===== config.mk =====
export PLATFORM = sky130hd
export DESIGN_NAME = cmos_8_n_pack
export DESIGN_NICKNAME = d
export VERILOG_FILES = /design/src/rtl/cmos_8_n_pack.sv
export SDC_FILE = /design/constraint.sdc
export NUM_CORES = 1
export LEC_CHECK = 0
export CELL_PAD_IN_SITES_DETAIL_PLACEMENT = 1
export CELL_PAD_IN_SITES_GLOBAL_PLACEMENT = 2
export CORE_UTILIZATION = 31
export CTS_CLUSTER_DIAMETER = 30
export DETAILED_ROUTE_END_ITERATION = 10
export GPL_ROUTABILITY_DRIVEN = 0
export GPL_TIMING_DRIVEN = 0
export PLACE_DENSITY = 0.79
export REMOVE_ABC_BUFFERS = 1
export SKIP_LAST_GASP = 1
export SLEW_MARGIN = 20
export SYNTH_ARGS = -nofsm -noshare
export SYNTH_HDL_FRONTEND = slang
export SYNTH_SLANG_ARGS = --single-unit

===== constraint.sdc =====
create_clock -name pclk -period 2.5 [get_ports pclk]
set_clock_uncertainty 0.05 [all_clocks]
set_input_delay 0.25 -clock pclk [delete_from_list [all_inputs] [get_ports pclk]]
set_output_delay 0.25 -clock pclk [all_outputs]
set_load 0.02 [all_outputs]

===== src/rtl/cmos_8_n_pack.sv =====
// cmos_8_n_pack
//   Packs an 8-bit CMOS sensor byte stream into BPP-byte pixels.
//   Bytes are qualified by de_i (href). Every BPP captured bytes form
//   one pixel, which is presented on pdata_o with a one-cycle pvld_o strobe.
//   A line is counted when it ends after emitting at least one pixel.
//   A line that ends part-way through a pixel raises err_partial.
//
// Parameters
//   BPP    bytes per output pixel (2..4)
//   CNT_W  width of the pixel and line counters
//
// Ports
//   pclk        sole clock, rising edge
//   rst         asynchronous active-high reset
//   pdata_i     sensor byte
//   de_i        line valid / byte qualifier
//   vs_i        frame sync, active high
//   msb_first   1: first byte of a pixel lands in the MSB, 0: in the LSB
//   pdata_o     packed pixel, held between strobes
//   pvld_o      one-cycle strobe qualifying pdata_o
//   hblank      registered ~de_i
//   vs_o        vs_i delayed one cycle
//   pix_cnt_o   pixels emitted on the current line (saturating)
//   line_cnt_o  lines completed in the current frame (saturating)
//   err_partial one-cycle pulse: line ended mid-pixel
//
// Build option
//   CMOS_PACK_BYTE_SWAP_EN  when defined, msb_first selects byte order;
//                           otherwise order is fixed MSB-first.
//
// state    | meaning
// ---------+-------------------------------------------------------------
// WAIT_LOW | after reset; discard bytes until de_i has been seen low
// IDLE     | between lines; a de_i high starts a line and its byte is kept
// ACTIVE   | inside a line; capture bytes while de_i is high

module cmos_8_n_pack #(
   parameter int BPP   = 2,
   parameter int CNT_W = 12
) (
   input  logic               pclk,
   input  logic               rst,
   input  logic [7:0]         pdata_i,
   input  logic               de_i,
   input  logic               vs_i,
   input  logic               msb_first,
   output logic [8*BPP-1:0]   pdata_o,
   output logic               pvld_o,
   output logic               hblank,
   output logic               vs_o,
   output logic [CNT_W-1:0]   pix_cnt_o,
   output logic [CNT_W-1:0]   line_cnt_o,
   output logic               err_partial
);

   localparam int BW = (BPP > 2) ? 2 : 1;
   localparam logic [BW-1:0] BCNT_LAST = BW'(BPP - 1);

   typedef enum logic [1:0] {
      WAIT_LOW = 2'd0,
      IDLE     = 2'd1,
      ACTIVE   = 2'd2
   } state_t;

   state_t            state;
   logic [BW-1:0]     bcnt;
   logic [8*BPP-1:0]  acc;
   logic [8*BPP-1:0]  acc_next;
   logic [BW-1:0]     byte_pos;
   logic              order_msb;
   logic              capture;
   logic              last_byte;
   logic              line_start;
   logic              line_end;
   logic              vs_rise;

`ifdef CMOS_PACK_BYTE_SWAP_EN
   assign order_msb = msb_first;
`else
   // msb_first has no effect in this build; order is always MSB-first.
   assign order_msb = msb_first | 1'b1;
`endif

   assign capture    = de_i & ((state == IDLE) | (state == ACTIVE));
   assign last_byte  = capture & (bcnt == BCNT_LAST);
   assign line_start = (state == IDLE) & de_i;
   assign line_end   = (state == ACTIVE) & ~de_i;
   // vs_o is vs_i one cycle late, so it doubles as the edge-detect history.
   assign vs_rise    = vs_i & ~vs_o;
   assign byte_pos   = order_msb ? (BCNT_LAST - bcnt) : bcnt;

   // Each pixel starts from zero so stale bytes never leak into a new pixel
   // when msb_first changes between bytes of the same pixel.
   always_comb begin
      acc_next = (bcnt == '0) ? '0 : acc;
      for (int i = 0; i < BPP; i++) begin
         if (byte_pos == BW'(i)) begin
            acc_next[8*i +: 8] = pdata_i;
         end
      end
   end

   always_ff @(posedge pclk or posedge rst) begin
      if (rst) begin
         state       <= WAIT_LOW;
         bcnt        <= '0;
         acc         <= '0;
         pdata_o     <= '0;
         pvld_o      <= 1'b0;
         hblank      <= 1'b1;
         vs_o        <= 1'b0;
         pix_cnt_o   <= '0;
         line_cnt_o  <= '0;
         err_partial <= 1'b0;
      end else begin
         hblank      <= ~de_i;
         vs_o        <= vs_i;
         pvld_o      <= last_byte;
         err_partial <= line_end & (bcnt != '0);

         case (state)
            WAIT_LOW: if (!de_i) state <= IDLE;
            IDLE:     if (de_i)  state <= ACTIVE;
            ACTIVE:   if (!de_i) state <= IDLE;
            default:  state <= WAIT_LOW;
         endcase

         if (capture) begin
            acc  <= acc_next;
            bcnt <= last_byte ? '0 : bcnt + 1'b1;
            if (last_byte) begin
               pdata_o <= acc_next;
            end
         end else if (line_end) begin
            bcnt <= '0;
         end

         if (vs_rise || line_start) begin
            pix_cnt_o <= '0;
         end else if (last_byte && (pix_cnt_o != '1)) begin
            pix_cnt_o <= pix_cnt_o + 1'b1;
         end

         // Frame sync wins over a line completing in the same cycle.
         if (vs_rise) begin
            line_cnt_o <= '0;
         end else if (line_end && ((pix_cnt_o != '0) || last_byte) &&
                      (line_cnt_o != '1)) begin
            line_cnt_o <= line_cnt_o + 1'b1;
         end
      end
   end

endmodule


==> insert_results.sql, run 1 <==
INSERT INTO impl_metrics (metric_group, metric, value, unit) VALUES
('clock_tree', 'clock-sinks', '55', ''),
('floorplanning', 'io-pin-count', '57', ''),
('timing', 'final_critical_path_setup_slack', '0.227', 'ns'),
('worst_setup_path', 'setup.worst_path.class', 'reg -> reg', ''),
('global_routing', 'first_global_vias', '2269', ''),
('synthesis', 'yosys-mux-area-fraction', '0.0421', ''),
('clock_tree', 'cts_hold_buf', '0', ''),
('clock_tree', 'clock_tree_from_tritoncts', 'built', ''),
('power_and_ir_drop', 'p_per_area', '849', 'mW/mm^2'),
('floorplanning', 'die_area', '0.00890', 'sq mm'),
('clock_tree', 'max-clock-path-buffers', '2', ''),
('finish', 'antennaDiodeCount', '0', ''),
('routing', 'vias_per_cell', '5.34', ''),
('synthesis', 'yosys.area.top_type', 'sky130_fd_sc_hd__dfrtp_1', ''),
('routing', 'remaining_drc_errors', '0', ''),
('worst_setup_path', 'critPathSlowestCell', 'sky130_fd_sc_hd__or4_1', ''),
('synthesis', 'ys.warnings.count', '0', ''),
('floorplanning', 'chipHeight', '94.3', 'microns'),
('routing', 'detail_route.wirelength', '6.92', 'mm'),
('power_and_ir_drop', 'vdd_drop_max', '0.438', 'mV'),
('timing', 'finalWorstPathRequiredPeriod', '2.27', 'ns'),
('run', 'max_cap_violations', '0', ''),
('worst_setup_path', 'setup.reg_to_reg.worst_slack', '0.23', 'ns'),
('floorplanning', 'start_util', '0.322', ''),
('placement', 'port_buffers', '55', ''),
('placement', 'placement.cell_area', '0.00330', 'sq mm'),
('synthesis', 'synth.top_cell.area_share', '0.511', ''),
('floorplanning', 'cell_row_count', '33', ''),
('timing', 'count_of_endpoints_failing_hold_in_the_final_timing_report', '0', ''),
('timing', 'slew_headroom', '0.385', ''),
('placement', 'hpwl', '4.61', 'mm'),
('synthesis', 'synthTopCellsByArea', 'sky130_fd_sc_hd__dfrtp_1, sky130_fd_sc_hd__nand2_1, sky130_fd_sc_hd__mux2_2', ''),
('synthesis', 'synth_enable_flop_cells', '0', ''),
('timing', 'worst_pin_slew', '0.921', 'ns'),
('routing', 'vias', '2296', ''),
('power_and_ir_drop', 'leakagePower', '1.44', 'nW'),
('global_routing', 'grt_util_met3', '0.0340', ''),
('routing', 'route.detailed.wl_per_inst', '16.1', 'microns'),
('finish', 'finalInstanceArea', '0.00345', 'sq mm'),
('worst_setup_path', 'critical-path-max-stage-delay', '0.51', 'ns'),
('worst_setup_path', 'timing.critical_path.fanout_max', '11', ''),
('routing', 'drt-pass1-iter-count', '4', ''),
('synthesis', 'synth_flop_cell', 'sky130_fd_sc_hd__dfrtp_1', ''),
('synthesis', 'synth_cells', '269', ''),
('timing', 'fmax', '440', 'MHz'),
('floorplanning', 'floorplan.die.width', '94.3', 'microns'),
('routing', 'final_antenna_net_count', '0', ''),
('finish', 'nFillCells', '938', ''),
('timing', 'final_max_slew_viol_count', '0', ''),
('clock_tree', 'worst_skew_pair.late_latency', '0.32', 'ns'),
('global_routing', 'met2_usage', '0.265', ''),
('synthesis', 'synthArstFlopShare', '1.00', ''),
('synthesis', 'synth.distinct_cells', '43', ''),
('floorplanning', 'fp.coreArea', '0.00822', 'sq mm'),
('clock_tree', 'number_of_h_tree_levels', '2', ''),
('global_routing', 'grt_antenna_before_repair', '0', ''),
('finish', 'area_growth', '30.6', '%'),
('synthesis', 'ys_seq_area_frac', '0.521', ''),
('worst_setup_path', 'worst_ep_arrival_time', '2.47', 'ns'),
('global_routing', 'wire_length_of_the_first_global_routing_pass', '11.5', 'mm'),
('status', 'run_status', 'finished clean', ''),
('finish', 'final_layout_size_suffix_gt1_frac', '0.102', ''),
('worst_setup_path', 'timing.critical_path.from_type', 'flop', ''),
('timing', 'period_share', '0.909', ''),
('synthesis', 'synth_top_family_by_area', 'simple AND/OR/NAND/NOR gates', ''),
('worst_setup_path', 'reg2reg_depth', '7', ''),
('synthesis', 'post_synth_xor_area_fraction', '0.00331', ''),
('finish', 'finish.net_count', '344', ''),
('synthesis', 'fraction_of_the_mapped_netlist_area_in_simple_logic_gates', '0.227', ''),
('clock_tree', 'clk_pin_slew_worst_paths', '0.11', 'ns'),
('synthesis', 'most_used_standard_cell_by_instance_count_after_synthesis', 'sky130_fd_sc_hd__nand2_1', '');
==> per-stage QoR <==
| step | power [mW] | hold slack [ns] | utilization | std cells |
|---|---|---|---|---|
| CTS | 2.93 | 0.120 | 0.418 | 429 |
| detailed placement | 2.34 | 0.401 | 0.401 | 417 |
| finish | 2.93 | 0.119 | 0.420 | 430 |
| global placement | 2.30 | 0.391 | 0.398 | 416 |
| floorplan | 1.88 | 0.231 | - | 256 |
| global route | 3.14 | 0.126 | 0.420 | 430 |
==> layer usage <==
metal / vias to the layer above / part of all wire
met1: 1159 / 0.46
li1: 1083 / -
met3: 13 / 0.040
met4: 0 / 0.022
met2: 41 / 0.48
met5: - / 0
==> sequential cells by signal, summed over array words and instances, names as in the netlist <==
register / cells
line_cnt_o: 12
pix_cnt_o: 12
pvld_o: 1
state: 2
err_partial: 1
acc: 8
hblank: 1
vs_o: 1
bcnt: 1
pdata_o: 16
==> cell families after synthesis <==
family,after synthesis
xor gates and xnor gates,1
buffers and inverters,25
muxes,10
AOI/OAI and AO/OA,53
adders and majority gates,7
DFF,55
and+or+nand+nor,118
==> power by group <==
| part | internal (mW) | total, mW | switching (mW) |
|---|---|---|---|
| clock network | 0.209 | 0.542 | 0.333 |
| logic | 0.512 | 1.12 | 0.605 |
| registers | 1.12 | 1.27 | 0.155 |
| total | 1.84 | 2.93 | 1.09 |
==> worst max-delay path: cells and delay by family (launching register included) <==
family,cells,cell delay (ns)
AO/OA/AOI/OAI,2,0.32
flip-flops,1,0.42
AND/OR/NAND/NOR,2,0.71
adder cells (fa/ha/maj),1,0.42
buffers and inverters,2,0.28
==> timing repair <==
action,CTS,global route
gates resized for setup,3,1
pin swaps,0,0
buffers inserted,3,0
gates cloned,1,1
endpoints found under the setup margin,27,5
==> placed cells by master (no fill, tap or decap), types with 3 or more instances in the layout <==
master	instances
sky130_fd_sc_hd__o41ai_1	5
sky130_fd_sc_hd__buf_4	3
sky130_fd_sc_hd__inv_1	10
sky130_fd_sc_hd__or4_1	7
sky130_fd_sc_hd__and3_1	5
sky130_fd_sc_hd__nor2_1	5
sky130_fd_sc_hd__o211ai_1	3
sky130_fd_sc_hd__o311ai_0	3
sky130_fd_sc_hd__nand2_1	58
sky130_fd_sc_hd__clkdlybuf4s50_1	55
sky130_fd_sc_hd__nor3_1	4
sky130_fd_sc_hd__nand4_1	8
sky130_fd_sc_hd__nand2b_1	3
sky130_fd_sc_hd__a21oi_1	17
sky130_fd_sc_hd__ha_1	6
sky130_fd_sc_hd__mux2_2	9
sky130_fd_sc_hd__nand3_1	8
sky130_fd_sc_hd__o21ai_0	6
sky130_fd_sc_hd__dfrtp_1	54
sky130_fd_sc_hd__clkbuf_8	5
sky130_fd_sc_hd__o31ai_1	9
==> worst max-delay path by stage <==
stage                         from       endpoint  slack (ns)  cells after the start
after floorplan           state[0]  pix_cnt_o[11]       -0.08                      7
final                     state[0]  pix_cnt_o[11]        0.23                      7
after detailed placement      de_i  pix_cnt_o[11]       -1.17                      6
after global routing      state[0]  pix_cnt_o[11]        0.05                      7
after global placement        de_i   pix_cnt_o[3]       -1.13                      6
after CTS                 state[0]  pix_cnt_o[11]        0.13                      7
==> cell type report <==
| type | instances | area [sq um] | area share |
|---|---|---|---|
| Clock inverter | 3 | 27.5 | 0.00798 |
| Inverter | 12 | 51.3 | 0.0149 |
| Tap cell | 105 | 131 | 0.0381 |
| Multi-Input combinational cell | 190 | 1190 | 0.344 |
| Timing Repair Buffer | 59 | 601 | 0.174 |
| Clock buffer | 5 | 68.8 | 0.0199 |
| Sequential cell | 55 | 1380 | 0.399 |
| Timing Repair inverter | 1 | 5.00 | 0.00145 |
No activity file was read; power rests on OpenSTA's default activity.
==> run 2, diff against run 1 <==
--- a/config.mk
+++ b/config.mk
@@ -19,3 +19,4 @@
 export SYNTH_ARGS = -nofsm -noshare
 export SYNTH_HDL_FRONTEND = slang
 export SYNTH_SLANG_ARGS = --single-unit
+export TNS_END_PERCENT = 30
==> constraint.sdc (replaced) <==
create_clock -name pclk -period 2.2 [get_ports pclk]
set_clock_uncertainty 0.05 [all_clocks]
set_input_delay 0.22 -clock pclk [delete_from_list [all_inputs] [get_ports pclk]]
set_output_delay 0.22 -clock pclk [all_outputs]
set_load 0.02 [all_outputs]
==> insert_results.sql, run 2 (same netlist as run 1, synthesis figures left out) <==
INSERT INTO impl_metrics (metric_group, metric, value, unit) VALUES
('clock_tree', 'clock_tree_from_tritoncts', 'built', ''),
('placement', 'placement.cell_area', '0.00330', 'sq mm'),
('timing', 'finalWorstPathRequiredPeriod', '2.10', 'ns'),
('timing', 'setup-tns-final', '0', 'ns'),
('routing', 'final_antenna_net_count', '0', ''),
('finish', 'final_layout_size_suffix_gt1_frac', '0.117', ''),
('power_and_ir_drop', 'vdd_drop_max', '0.495', 'mV'),
('power_and_ir_drop', 'power.total', '3.34', 'mW'),
('routing', 'initial_drc_count', '62', ''),
('timing', 'fmax', '476', 'MHz'),
('floorplanning', 'floorplan.die.width', '94.3', 'microns'),
('finish', 'layout_common_cells', 'sky130_fd_sc_hd__nand2_1, sky130_fd_sc_hd__clkdlybuf4s50_1, sky130_fd_sc_hd__dfrtp_1, sky130_fd_sc_hd__a21oi_1, sky130_fd_sc_hd__inv_1', ''),
('finish', 'area_growth', '31.5', '%'),
('timing', 'fin_worst_hold_slack', '0.0871', 'ns'),
('finish', 'finish.net_count', '345', ''),
('run', 'max_cap_violations', '0', ''),
('timing', 'slew_headroom', '0.387', ''),
('global_routing', 'pin_count_of_the_biggest_net_entering_global_routing', '46', ''),
('floorplanning', 'die_area', '0.00890', 'sq mm'),
('finish', 'antennaDiodeCount', '0', ''),
('global_routing', 'globalRoute.busiestLayer', 'met2', ''),
('finish', 'largest_register', 'pdata_o', ''),
('clock_tree', 'worst_skew_pair.late_latency', '0.33', 'ns'),
('floorplanning', 'chipHeight', '94.3', 'microns'),
('global_routing', 'grt_antenna_before_repair', '0', ''),
('clock_tree', 'number_of_h_tree_levels', '2', ''),
('timing', 'period_share', '0.955', ''),
('clock_tree', 'max-clock-path-buffers', '2', ''),
('routing', 'remaining_drc_errors', '0', ''),
('finish', 'finalInstanceArea', '0.00347', 'sq mm'),
('finish', 'mostFrequentLayoutCell', 'sky130_fd_sc_hd__nand2_1', ''),
('global_routing', 'met2_usage', '0.277', ''),
('timing', 'rsz0062_at_grt', 'yes', ''),
('worst_setup_path', 'setup.worst_path.class', 'reg -> reg', ''),
('global_routing', 'wire_length_of_the_first_global_routing_pass', '11.8', 'mm'),
('finish', 'largest_register_ff_count', '16', ''),
('global_routing', 'first_global_vias', '2293', ''),
('global_routing', 'globalRouteTotalUtil', '0.174', ''),
('clock_tree', 'cts_hold_buf', '0', ''),
('routing', 'drt-pass1-iter-count', '4', ''),
('clock_tree', 'tritoncts.num_buffers', '5', ''),
('timing', 'worst_pin_slew', '0.918', 'ns'),
('global_routing', 'grt.overflow.total', '0', ''),
('worst_setup_path', 'timing.critical_path.from_type', 'flop', ''),
('status', 'run_status', 'finished clean', ''),
('power_and_ir_drop', 'p_per_area', '962', 'mW/mm^2'),
('global_routing', 'grt_util_met3', '0.0332', ''),
('floorplanning', 'cell_row_count', '33', ''),
('timing', 'count_of_endpoints_failing_hold_in_the_final_timing_report', '0', ''),
('clock_tree', 'clock-sinks', '55', ''),
('floorplanning', 'start_util', '0.322', ''),
('routing', 'detail_route.wirelength', '6.93', 'mm'),
('global_routing', 'routing_usage_on_met1', '0.235', ''),
('clock_tree', 'cts_root_buffer', 'sky130_fd_sc_hd__clkbuf_8', ''),
('finish', 'largestRegisters', 'pdata_o (16), line_cnt_o (12), pix_cnt_o (12)', ''),
('worst_setup_path', 'worst_ep_arrival_time', '2.30', 'ns'),
('routing', 'route.detailed.wl_per_inst', '16.1', 'microns'),
('placement', 'hpwl', '4.61', 'mm'),
('routing', 'vias', '2301', ''),
('min_path', 'hp-class', 'in -> async', ''),
('worst_setup_path', 'timing.critical_path.fanout_max', '6', ''),
('timing', 'final_max_slew_viol_count', '0', ''),
('placement', 'port_buffers', '55', ''),
('floorplanning', 'fp.coreArea', '0.00822', 'sq mm'),
('power_and_ir_drop', 'leakagePower', '1.44', 'nW'),
('worst_setup_path', 'cp.required', '2.39', 'ns'),
('clock_tree', 'clk_pin_slew_worst_paths', '0.11', 'ns'),
('floorplanning', 'io-pin-count', '57', ''),
('routing', 'vias_per_cell', '5.34', ''),
('timing', 'finalSetupViolations', '0', ''),
('worst_setup_path', 'endpoint_kind', 'flop', '');
[run 2: power breakdown]
part	internal (mW)	switching [mW]
clock network	0.237	0.384
logic	0.589	0.686
registers	1.27	0.175
total	2.10	1.25
[run 2: path summary, 6_finish.rpt]
check	to	slack, ns	from	depth (start not counted)
max	pix_cnt_o[11]	0.1	state[1]	7
min	line_cnt_o[11]	0.09	rst	2
max reg2reg	pix_cnt_o[11]	0.1	state[1]	7
min reg2reg	pdata_o[8]	0.43	acc[8]	2
max in group asynchronous	state[1]	1.56	rst	3
min in group pclk	vs_o	0.33	vs_i	1
[run 2: what timing repair did]
action / CTS / global route
buffers inserted: 4 / 0
endpoints found under the setup margin: 28 / 21
cloned: 2 / 0
resized for setup: 4 / 4
[run 2: cell type report]
cell class              count  area (sq um)
fillers                   935          4740
inverters                  12          51.3
well taps                 105           131
multi-input cells         190          1200
clock inverters             3          27.5
clock buffers               5          68.8
repair buffers             60           608
repair inverters            1          5.00
flip-flops and latches     55          1380
[run 2: metrics by stage]
stage / worst slack [ns] / std cells / utilization
after detailed placement: -1.44 / 417 / 0.401
after CTS: 0.0159 / 431 / 0.421
final: 0.0989 / 431 / 0.423
after global placement: -1.40 / 416 / 0.398
after global routing: -0.0294 / 431 / 0.423
after floorplan: -0.383 / 256 / -
[run 2: per-layer routing]
layer / up-vias / part of all wire
met5: - / 0
met4: 0 / 0.017
met3: 11 / 0.035
met2: 41 / 0.49
met1: 1164 / 0.46
li1: 1085 / -
[run 2: worst max-delay path, cell delays in order (launching register included)]
cell and delay, ns:
sky130_fd_sc_hd__dfrtp_1 0.38, sky130_fd_sc_hd__inv_1 0.08, sky130_fd_sc_hd__ha_2 0.42, sky130_fd_sc_hd__nand3_4 0.12, sky130_fd_sc_hd__clkinvlp_4 0.15, sky130_fd_sc_hd__o211ai_1 0.16, sky130_fd_sc_hd__or4_1 0.51, sky130_fd_sc_hd__a21oi_1 0.15
